==> src/rtl/control_unit_if.sv <==
// Program-memory / datapath control bundle between the control unit and its surroundings.
// The master drives the control side (pc, decoded fields, strobes); the slave supplies instr/alu_zero.
interface control_unit_if;
  logic [7:0] instr;
  logic       alu_zero;
  logic [3:0] pc;
  logic [3:0] alu_op;
  logic [3:0] immediate;
  logic [1:0] rd_sel;
  logic [1:0] rs_sel;
  logic       reg_we;
  logic       mem_we;
  logic       halted;
  logic       fault;

  modport master (
    input  instr, alu_zero,
    output pc, alu_op, immediate, rd_sel, rs_sel, reg_we, mem_we, halted, fault
  );

  modport slave (
    output instr, alu_zero,
    input  pc, alu_op, immediate, rd_sel, rs_sel, reg_we, mem_we, halted, fault
  );
endinterface

==> src/rtl/control_unit.sv <==
// Three-cycle FETCH/DECODE/EXECUTE sequencer with jumps, zero-flag branch and a 4-deep return stack.
// Stack over/underflow and HALT park the core in an absorbing HALT state until reset.
module control_unit (
  input  logic           clk,
  input  logic           reset,
  control_unit_if.master cu
);

  typedef enum logic [1:0] {S_FETCH, S_DECODE, S_EXECUTE, S_HALT} state_e;

  state_e     state_q, state_d;
  logic [3:0] pc_q, pc_d;
  logic [7:0] ir_q, ir_d;
  logic       zf_q, zf_d;
  logic [2:0] sp_q, sp_d;
  logic [3:0] stack_q [4];
  logic [3:0] stack_d [4];
  logic       fault_q, fault_d;

  logic [3:0] opcode;
  logic [3:0] operand;
  logic [3:0] pc_inc;
  logic [2:0] sp_dec;
  logic       ldst;

  assign opcode  = ir_q[7:4];
  assign operand = ir_q[3:0];
  assign pc_inc  = pc_q + 4'd1;
  assign sp_dec  = sp_q - 3'd1;
  assign ldst    = (opcode == 4'd9) || (opcode == 4'd10) || (opcode == 4'd11);

  always_ff @(posedge clk) begin
    if (reset) begin
      state_q <= S_FETCH;
      pc_q    <= '0;
      ir_q    <= '0;
      zf_q    <= 1'b0;
      sp_q    <= '0;
      fault_q <= 1'b0;
      for (int i = 0; i < 4; i++) stack_q[i] <= '0;
    end else begin
      state_q <= state_d;
      pc_q    <= pc_d;
      ir_q    <= ir_d;
      zf_q    <= zf_d;
      sp_q    <= sp_d;
      fault_q <= fault_d;
      for (int i = 0; i < 4; i++) stack_q[i] <= stack_d[i];
    end
  end

  always_comb begin
    state_d = state_q;
    pc_d    = pc_q;
    ir_d    = ir_q;
    zf_d    = zf_q;
    sp_d    = sp_q;
    fault_d = fault_q;
    for (int i = 0; i < 4; i++) stack_d[i] = stack_q[i];

    unique case (state_q)
      S_FETCH: begin
        ir_d    = cu.instr;
        state_d = S_DECODE;
      end
      S_DECODE: state_d = S_EXECUTE;
      S_EXECUTE: begin
        state_d = S_FETCH;
        pc_d    = pc_inc;
        if (opcode <= 4'd7) zf_d = cu.alu_zero;
        case (opcode)
          4'd12: pc_d = operand;
          4'd13: if (zf_q) pc_d = operand;
          4'd14: begin
            if (sp_q == 3'd4) begin
              fault_d = 1'b1;
              pc_d    = pc_q;
              state_d = S_HALT;
            end else begin
              stack_d[sp_q[1:0]] = pc_inc;
              sp_d               = sp_q + 3'd1;
              pc_d               = operand;
            end
          end
          4'd15: begin
            // operand 0 is RET; any other operand is HALT
            if (operand != 4'd0) begin
              pc_d    = pc_q;
              state_d = S_HALT;
            end else if (sp_q == 3'd0) begin
              fault_d = 1'b1;
              pc_d    = pc_q;
              state_d = S_HALT;
            end else begin
              pc_d = stack_q[sp_dec[1:0]];
              sp_d = sp_dec;
            end
          end
          default: ;
        endcase
      end
      S_HALT: state_d = S_HALT;
      default: state_d = S_FETCH;
    endcase
  end

  // Decoded fields and strobes are masked while reset is held so a cut-short instruction has no effect.
  assign cu.pc        = pc_q;
  assign cu.alu_op    = reset ? 4'd0 : opcode;
  assign cu.immediate = reset ? 4'd0 : operand;
  assign cu.rd_sel    = (reset || ldst) ? 2'd0 : operand[3:2];
  assign cu.rs_sel    = (reset || ldst) ? 2'd0 : operand[1:0];
  assign cu.reg_we    = !reset && (state_q == S_EXECUTE) && (opcode <= 4'd10);
  assign cu.mem_we    = !reset && (state_q == S_EXECUTE) && (opcode == 4'd11);
  assign cu.halted    = (state_q == S_HALT);
  assign cu.fault     = fault_q;

endmodule
==> src/flat_wrapper.sv <==
// flat-port wrapper written by rule: the top's interface ports become plain ports
module control_unit_flat 
  (clk, reset, cu_instr, cu_alu_zero, cu_pc, cu_alu_op, cu_immediate, cu_rd_sel, cu_rs_sel, cu_reg_we, cu_mem_we, cu_halted, cu_fault);
  control_unit_if cu_i ();
  input  logic clk;
  input  logic reset;
  input wire logic [$bits(cu_i.instr)-1:0] cu_instr;
  input wire logic [$bits(cu_i.alu_zero)-1:0] cu_alu_zero;
  output wire logic [$bits(cu_i.pc)-1:0] cu_pc;
  output wire logic [$bits(cu_i.alu_op)-1:0] cu_alu_op;
  output wire logic [$bits(cu_i.immediate)-1:0] cu_immediate;
  output wire logic [$bits(cu_i.rd_sel)-1:0] cu_rd_sel;
  output wire logic [$bits(cu_i.rs_sel)-1:0] cu_rs_sel;
  output wire logic [$bits(cu_i.reg_we)-1:0] cu_reg_we;
  output wire logic [$bits(cu_i.mem_we)-1:0] cu_mem_we;
  output wire logic [$bits(cu_i.halted)-1:0] cu_halted;
  output wire logic [$bits(cu_i.fault)-1:0] cu_fault;
  assign cu_i.instr = cu_instr;
  assign cu_i.alu_zero = cu_alu_zero;
  assign cu_pc = cu_i.pc;
  assign cu_alu_op = cu_i.alu_op;
  assign cu_immediate = cu_i.immediate;
  assign cu_rd_sel = cu_i.rd_sel;
  assign cu_rs_sel = cu_i.rs_sel;
  assign cu_reg_we = cu_i.reg_we;
  assign cu_mem_we = cu_i.mem_we;
  assign cu_halted = cu_i.halted;
  assign cu_fault = cu_i.fault;
  control_unit u_core (.clk(clk), .reset(reset), .cu(cu_i));
endmodule
==> config.mk <==
export PLATFORM = sky130hd
export DESIGN_NAME = control_unit_flat
export DESIGN_NICKNAME = d
export VERILOG_FILES = /design/src/rtl/control_unit_if.sv /design/src/rtl/control_unit.sv /design/src/flat_wrapper.sv
export SDC_FILE = /design/constraint.sdc
export NUM_CORES = 1
export LEC_CHECK = 0
export ABC_AREA = 1
export CAP_MARGIN = 20
export CORE_UTILIZATION = 50
export CTS_CLUSTER_SIZE = 10
export DETAILED_ROUTE_END_ITERATION = 6
export PLACE_DENSITY = 0.75
export SYNTH_ARGS = -nofsm -noshare
export SYNTH_HDL_FRONTEND = slang
export SYNTH_SLANG_ARGS = --single-unit
==> constraint.sdc <==
create_clock -name clk -period 4.29 [get_ports clk]
set_input_delay 0.429 -clock clk [delete_from_list [all_inputs] [get_ports clk]]
set_output_delay 0.429 -clock clk [all_outputs]
set_load 0.02 [all_outputs]
==> qor.yml, run 1 <==
outcome:
  status: "completed"
place:
  portBuffers: 30
  gp_congestion: 0.8137
  placedCellCount: 372
  place_hpwl_mm: 3.423
  post-place-ws_ps: 1269
synthesis:
  synth-seq-cells: 35
  synth_area_um2: 2011
  avgSynthCellArea_um2: 6.702
  synth_fp_nets: 317
  ys_types: 29
  synthCells: 300
  synth_seq_area_share_pct: 34.85
  ys.warnings.count: 0
detailed_routing:
  vias_per_cell: 5.098
  vias: 1927
  wirelength_mm: 4.650
  drc: 0
  drtIter0Drc: 117
  drtPass1Iterations: 4
  wl_per_cell_um: 12.30
  ant_nets: 0
global_route:
  grt_max_degree: 30
  grt_overflow: 0
  antenna_found_initial: 0
  grt_pass1_wl_mm: 8.066
  track_usage_pct: 24.54
  grt_pass1_vias: 1814
timing:
  finalCriticalPeriod_ps: 3063
  finalHoldViolCount: 0
  tightest_slew_ps: 740.5
  maxSlewViolCount: 0
  setup-tns-final_ps: 0
  setup_violations: 0
  fin_ws_ps: 1227
  rsz0062_at_grt: "false"
  period_share_pct: 71.41
  slew_headroom_pct: 50.58
  skew_ps: 2.824
  timing.fmax_mhz: 326.4
die:
  coreArea_um2: 3771
  die-area_um2: 4279
  die_w_um: 65.42
  rows: 22
  initial_utilization_pct: 53.32
  chipHeight_um: 65.42
  io_pins: 31
critical_path:
  crit_arrival_ps: 2630
  critPathLaunchType: "primary input"
  crit_type: "primary input to output port"
  cp_max_fo: 29
  required_ps: 3860
  cp-end-kind: "output port"
finish:
  final_util_pct: 64.10
  fillCellCount: 325
  nNetsFinal: 348
  area_growth_pct: 20.22
  drive_above_1_share_pct: 7.576
  antenna_cells: 0
  fin_cells: 378
run:
  cap_violations: 0
power_and_ir_drop:
  powerDensity_nw_per_um2: 274.6
  leakage_nw: 0.9965
  ir_drop_v: 0.0001931
clock_network:
  root_buffer: "clkbuf_8"
  cts_setup_buffers: 0
  cts_resized: 0
  cts_num_sinks: 35
  clk_pin_slew_ps: 60
  clock_path_buffers: 2
  clk_latency_ps: 280
  cts_tree: "done"
  holdBufCountCts: 0
  cts_buffers: 5
  h-tree-depth: 2
worst_hold_path:
  hold_class: "register to register"
-- routing by layer --
layer	global-route usage (%)	share of wire, %	up-vias
li1	-	-	1014
met1	29.72	47	857
met2	42.01	47	51
met3	6.250	5.1	5
met4	7.880	1.1	0
met5	0	0	-
-- layout make-up --
type | count | area, um2 | area share, %
clock buffers | 6 | 72.57 | 3.002
flip-flops and latches | 35 | 700.7 | 28.99
well taps | 48 | 60.06 | 2.484
multi-input cells | 214 | 1111 | 45.96
inverters | 44 | 165.2 | 6.832
repair buffers | 31 | 307.8 | 12.73
-- registers in the layout (all words and copies together), names as in the netlist --
register / count
u_core.ir_q: 8
u_core.cu.fault: 1
u_core.state_q: 2
u_core.zf_q: 1
u_core.sp_q: 3
u_core.stack_q: 16
u_core.cu.pc: 4
-- metrics by stage --
| stage | power [mW] | cell area, um2 | hold slack (ps) |
|---|---|---|---|
| 2_1_floorplan | 0.4133 | 2011 | 423.4 |
| 3_3_place_gp | 0.4506 | 2345 | 432.6 |
| 3_5_place_dp | 0.4515 | 2345 | 439.7 |
| 4_1_cts | 0.6668 | 2417 | 450.0 |
| 5_1_grt | 0.6968 | 2417 | 473.1 |
| 6_report | 0.6637 | 2417 | 447.2 |
-- final timing paths --
| kind | from | endpoint | slack [ps] | cells past startpoint |
|---|---|---|---|---|
| max | reset | cu_mem_we | 1230 | 6 |
| min | u_core.stack_q[3][3] | u_core.stack_q[3][3] | 450 | 2 |
| max reg2reg | u_core.sp_q[0] | u_core.cu.pc[2] | 1980 | 9 |
| min reg2reg | u_core.stack_q[3][3] | u_core.stack_q[3][3] | 450 | 2 |
-- cells in the final DEF (no fill, tap or decap), types with 5 or more instances in the layout --
cell type,synthesis,layout
nand3_2,6,6
dfxtp_1,35,35
nand3_1,16,16
inv_1,41,41
o21ai_0,26,26
clkdlybuf4s50_1,0,30
clkbuf_8,0,5
a21oi_1,30,30
nand2_1,70,70
ha_1,6,6
nor2_1,34,34
-- logic make-up after synthesis --
| family | after synthesis | share of synthesized area [%] |
|---|---|---|
| adder cells (fa/ha/maj) | 6 | 3.734 |
| AND/OR/NAND/NOR | 140 | 33.35 |
| AO/OA/AOI/OAI | 66 | 17.30 |
| flip-flops | 35 | 34.85 |
| buffers and inverters | 51 | 9.894 |
| XOR/XNOR | 2 | 0.8713 |
-- cell usage after synthesis (all sizes together) --
cell | count | share of area, %
clkbuf | 3 | 0.56
nor4 | 1 | 0.31
nor2 | 38 | 9.5
buf | 4 | 1.1
nand4 | 1 | 0.31
dfxtp | 35 | 35
nand3 | 22 | 7.0
inv | 43 | 8.0
o211ai | 3 | 1.1
nor3 | 2 | 0.75
xnor2 | 1 | 0.44
ha | 6 | 3.7
xor2 | 1 | 0.44
o21ai | 30 | 7.5
a211oi | 1 | 0.37
a21oi | 32 | 8.3
nand3b | 2 | 0.75
nand2 | 74 | 15
clkinv | 1 | 0.19
-- worst max-delay path, cell delays in order --
cell and delay [ps]:
clkdlybuf4s50_1 400, buf_4 200, inv_1 560, nand2_1 150, nor4_1 220, clkdlybuf4s50_1 660
-- power breakdown --
group | internal (mW) | leakage [nW] | total [mW] | switching [mW]
registers | 0.335 | 0.285 | 0.350 | 0.0155
logic | 0.0379 | 0.675 | 0.0942 | 0.0563
clock network | 0.108 | 0.0371 | 0.219 | 0.111
total | 0.481 | 0.996 | 0.664 | 0.183
No activity file was read; power rests on OpenSTA's default activity.
==> run 2: changes to the inputs <==
CORE_UTILIZATION = 48   (was 50)
clock period = 2.5 ns   (was 4.29 ns; I/O delays follow)
==> run 2 against run 1 <==
  * Register-to-register slack got worse by 1100 ps
  * Flip-flop and latch count did not move
  * Routed wire length grew 0.34%
  * Worst hold slack worse by 1.3 ps
  * Via count grew 0.93%
  * Combinational power up 73%
  * Non-clock buffer count increased by 3
  * Global-route usage up 0.22 points
  * Worst setup slack lost 960 ps
  * Cell area up 2.7%
==> qor.yml, run 2 (synthesis results as in run 1) <==
outcome:
  status: "completed"
place:
  gp_congestion: 0.7890
  portBuffers: 30
  post-place-ws_ps: 402.6
  place_hpwl_mm: 3.492
  dpl_cell_area_um2: 2370
  placedCellCount: 377
finish:
  drive_above_1_share_pct: 9.254
  fin_cells: 385
  final_util_pct: 62.06
  fillCellCount: 361
  antenna_cells: 0
  largest_reg_flops: 16
  nNetsFinal: 351
  final_common_cell: "nand2_1"
  design_area_um2: 2482
  regMostFlops: "u_core.stack_q"
  area_growth_pct: 23.46
  final_cell_mix: "70 x nand2_1, 41 x inv_1, 35 x dfxtp_1"
worst_hold_path:
  hold_class: "register to register"
detailed_routing:
  vias: 1945
  wirelength_mm: 4.666
  drtIter0Drc: 105
  ant_nets: 0
  drc: 0
  drtPass1Iterations: 4
  wl_per_cell_um: 12.12
  vias_per_cell: 5.052
clock_network:
  cts_resized: 0
  h-tree-depth: 2
  cts_buffers: 5
  cts_setup_buffers: 0
  cts_num_sinks: 35
  cts_tree: "done"
  clk_pin_slew_ps: 80
  clk_latency_ps: 300
  holdBufCountCts: 0
  root_buffer: "clkbuf_8"
  clock_path_buffers: 2
die:
  coreArea_um2: 4000
  rows: 23
  initial_utilization_pct: 50.27
  chipHeight_um: 66.72
  io_pins: 31
  die-area_um2: 4452
  die_w_um: 66.72
timing:
  setup-tns-final_ps: 0
  timing.fmax_mhz: 448.0
  tightest_slew_ps: 444.7
  slew_headroom_pct: 70.32
  finalCriticalPeriod_ps: 2232
  skew_ps: 11.63
  setup_violations: 0
  fin_ws_ps: 267.9
  finalHoldViolCount: 0
  rsz0062_at_grt: "false"
  period_share_pct: 89.28
  maxSlewViolCount: 0
global_route:
  busiest_layer: "met2"
  grt_pass1_wl_mm: 8.155
  grt_overflow: 0
  grt_pass1_vias: 1804
  globalRouteMet1Util_pct: 28.99
  grt_max_degree: 21
  track_usage_pct: 24.77
  antenna_found_initial: 0
  grt_use_met3_pct: 7.192
  grtUsageMet2_pct: 41.04
critical_path:
  crit_arrival_ps: 1980
  cp-end-kind: "output port"
  required_ps: 2250
  cp_max_fo: 8
  crit_type: "register to output port"
  critPathLaunchType: "register"
power_and_ir_drop:
  ir_drop_v: 0.0003694
  powerDensity_nw_per_um2: 516.9
  leakage_nw: 1.032
run:
  cap_violations: 0
[run 2: changes by cell type in the layout (fill, tap and decap cells not counted), sizes merged]
cell    previous run  this run
buf                1         4
clkbuf             6         5
clkinv             1         3
bufinv             0         1
[run 2: layout make-up]
| cell class | instances | area (um2) | share of cell area, % |
|---|---|---|---|
| multi-input cells | 214 | 1111 | 44.76 |
| clock inverters | 3 | 43.79 | 1.764 |
| flip-flops and latches | 35 | 700.7 | 28.23 |
| inverters | 44 | 165.2 | 6.653 |
| repair buffers | 34 | 330.3 | 13.31 |
| clock buffers | 5 | 68.82 | 2.772 |
| well taps | 50 | 62.56 | 2.520 |
[run 2: power by group]
part / internal (mW) / leakage (nW) / switching [mW]
Combinational: 0.0660 / 0.689 / 0.0973
Clock: 0.297 / 0.0581 / 0.223
Sequential: 0.574 / 0.285 / 0.0257
Total: 0.937 / 1.03 / 0.346
[run 2: worst max-delay path, cell delays in order, from the launching register on]
cell and delay (ps):
dfxtp_1 370, inv_1 120, nor2_8 190, nand2_1 100, a211oi_1 250, clkdlybuf4s50_1 660
[run 2: worst paths after layout]
check                             from              endpoint  slack, ps  depth (start not counted)
setup / recovery     u_core.state_q[1]             cu_reg_we        270                          5
setup reg to reg        u_core.sp_q[1]       u_core.cu.pc[3]        850                          9
hold / removal    u_core.stack_q[3][3]  u_core.stack_q[3][3]        450                          2
hold reg to reg   u_core.stack_q[3][3]  u_core.stack_q[3][3]        450                          2
[run 2: per-layer routing]
metal  wire length, um  share of wire [%]  up-vias
met1              2121                 45      856
met3               255                5.5        9
met4               107                2.3        0
met5                 0                  0        -
li1                  -                  -     1028
met2              2181                 47       52
[run 2: through the flow]
| stage | total power, mW | hold slack, ps |
|---|---|---|
| 2_1_floorplan | 0.7093 | 423.4 |
| 6_report | 1.283 | 445.9 |
| 3_5_place_dp | 0.7752 | 435.3 |
| 4_1_cts | 1.298 | 448.2 |
| 3_3_place_gp | 0.7738 | 431.0 |
| 5_1_grt | 1.337 | 464.5 |
==> run 3: changes to the inputs <==
ABC_CLOCK_PERIOD_IN_PS = 2500   (was unset)
==> results of run 3 <==
The final DEF is identical to that of run 2; final timing and power are the same.
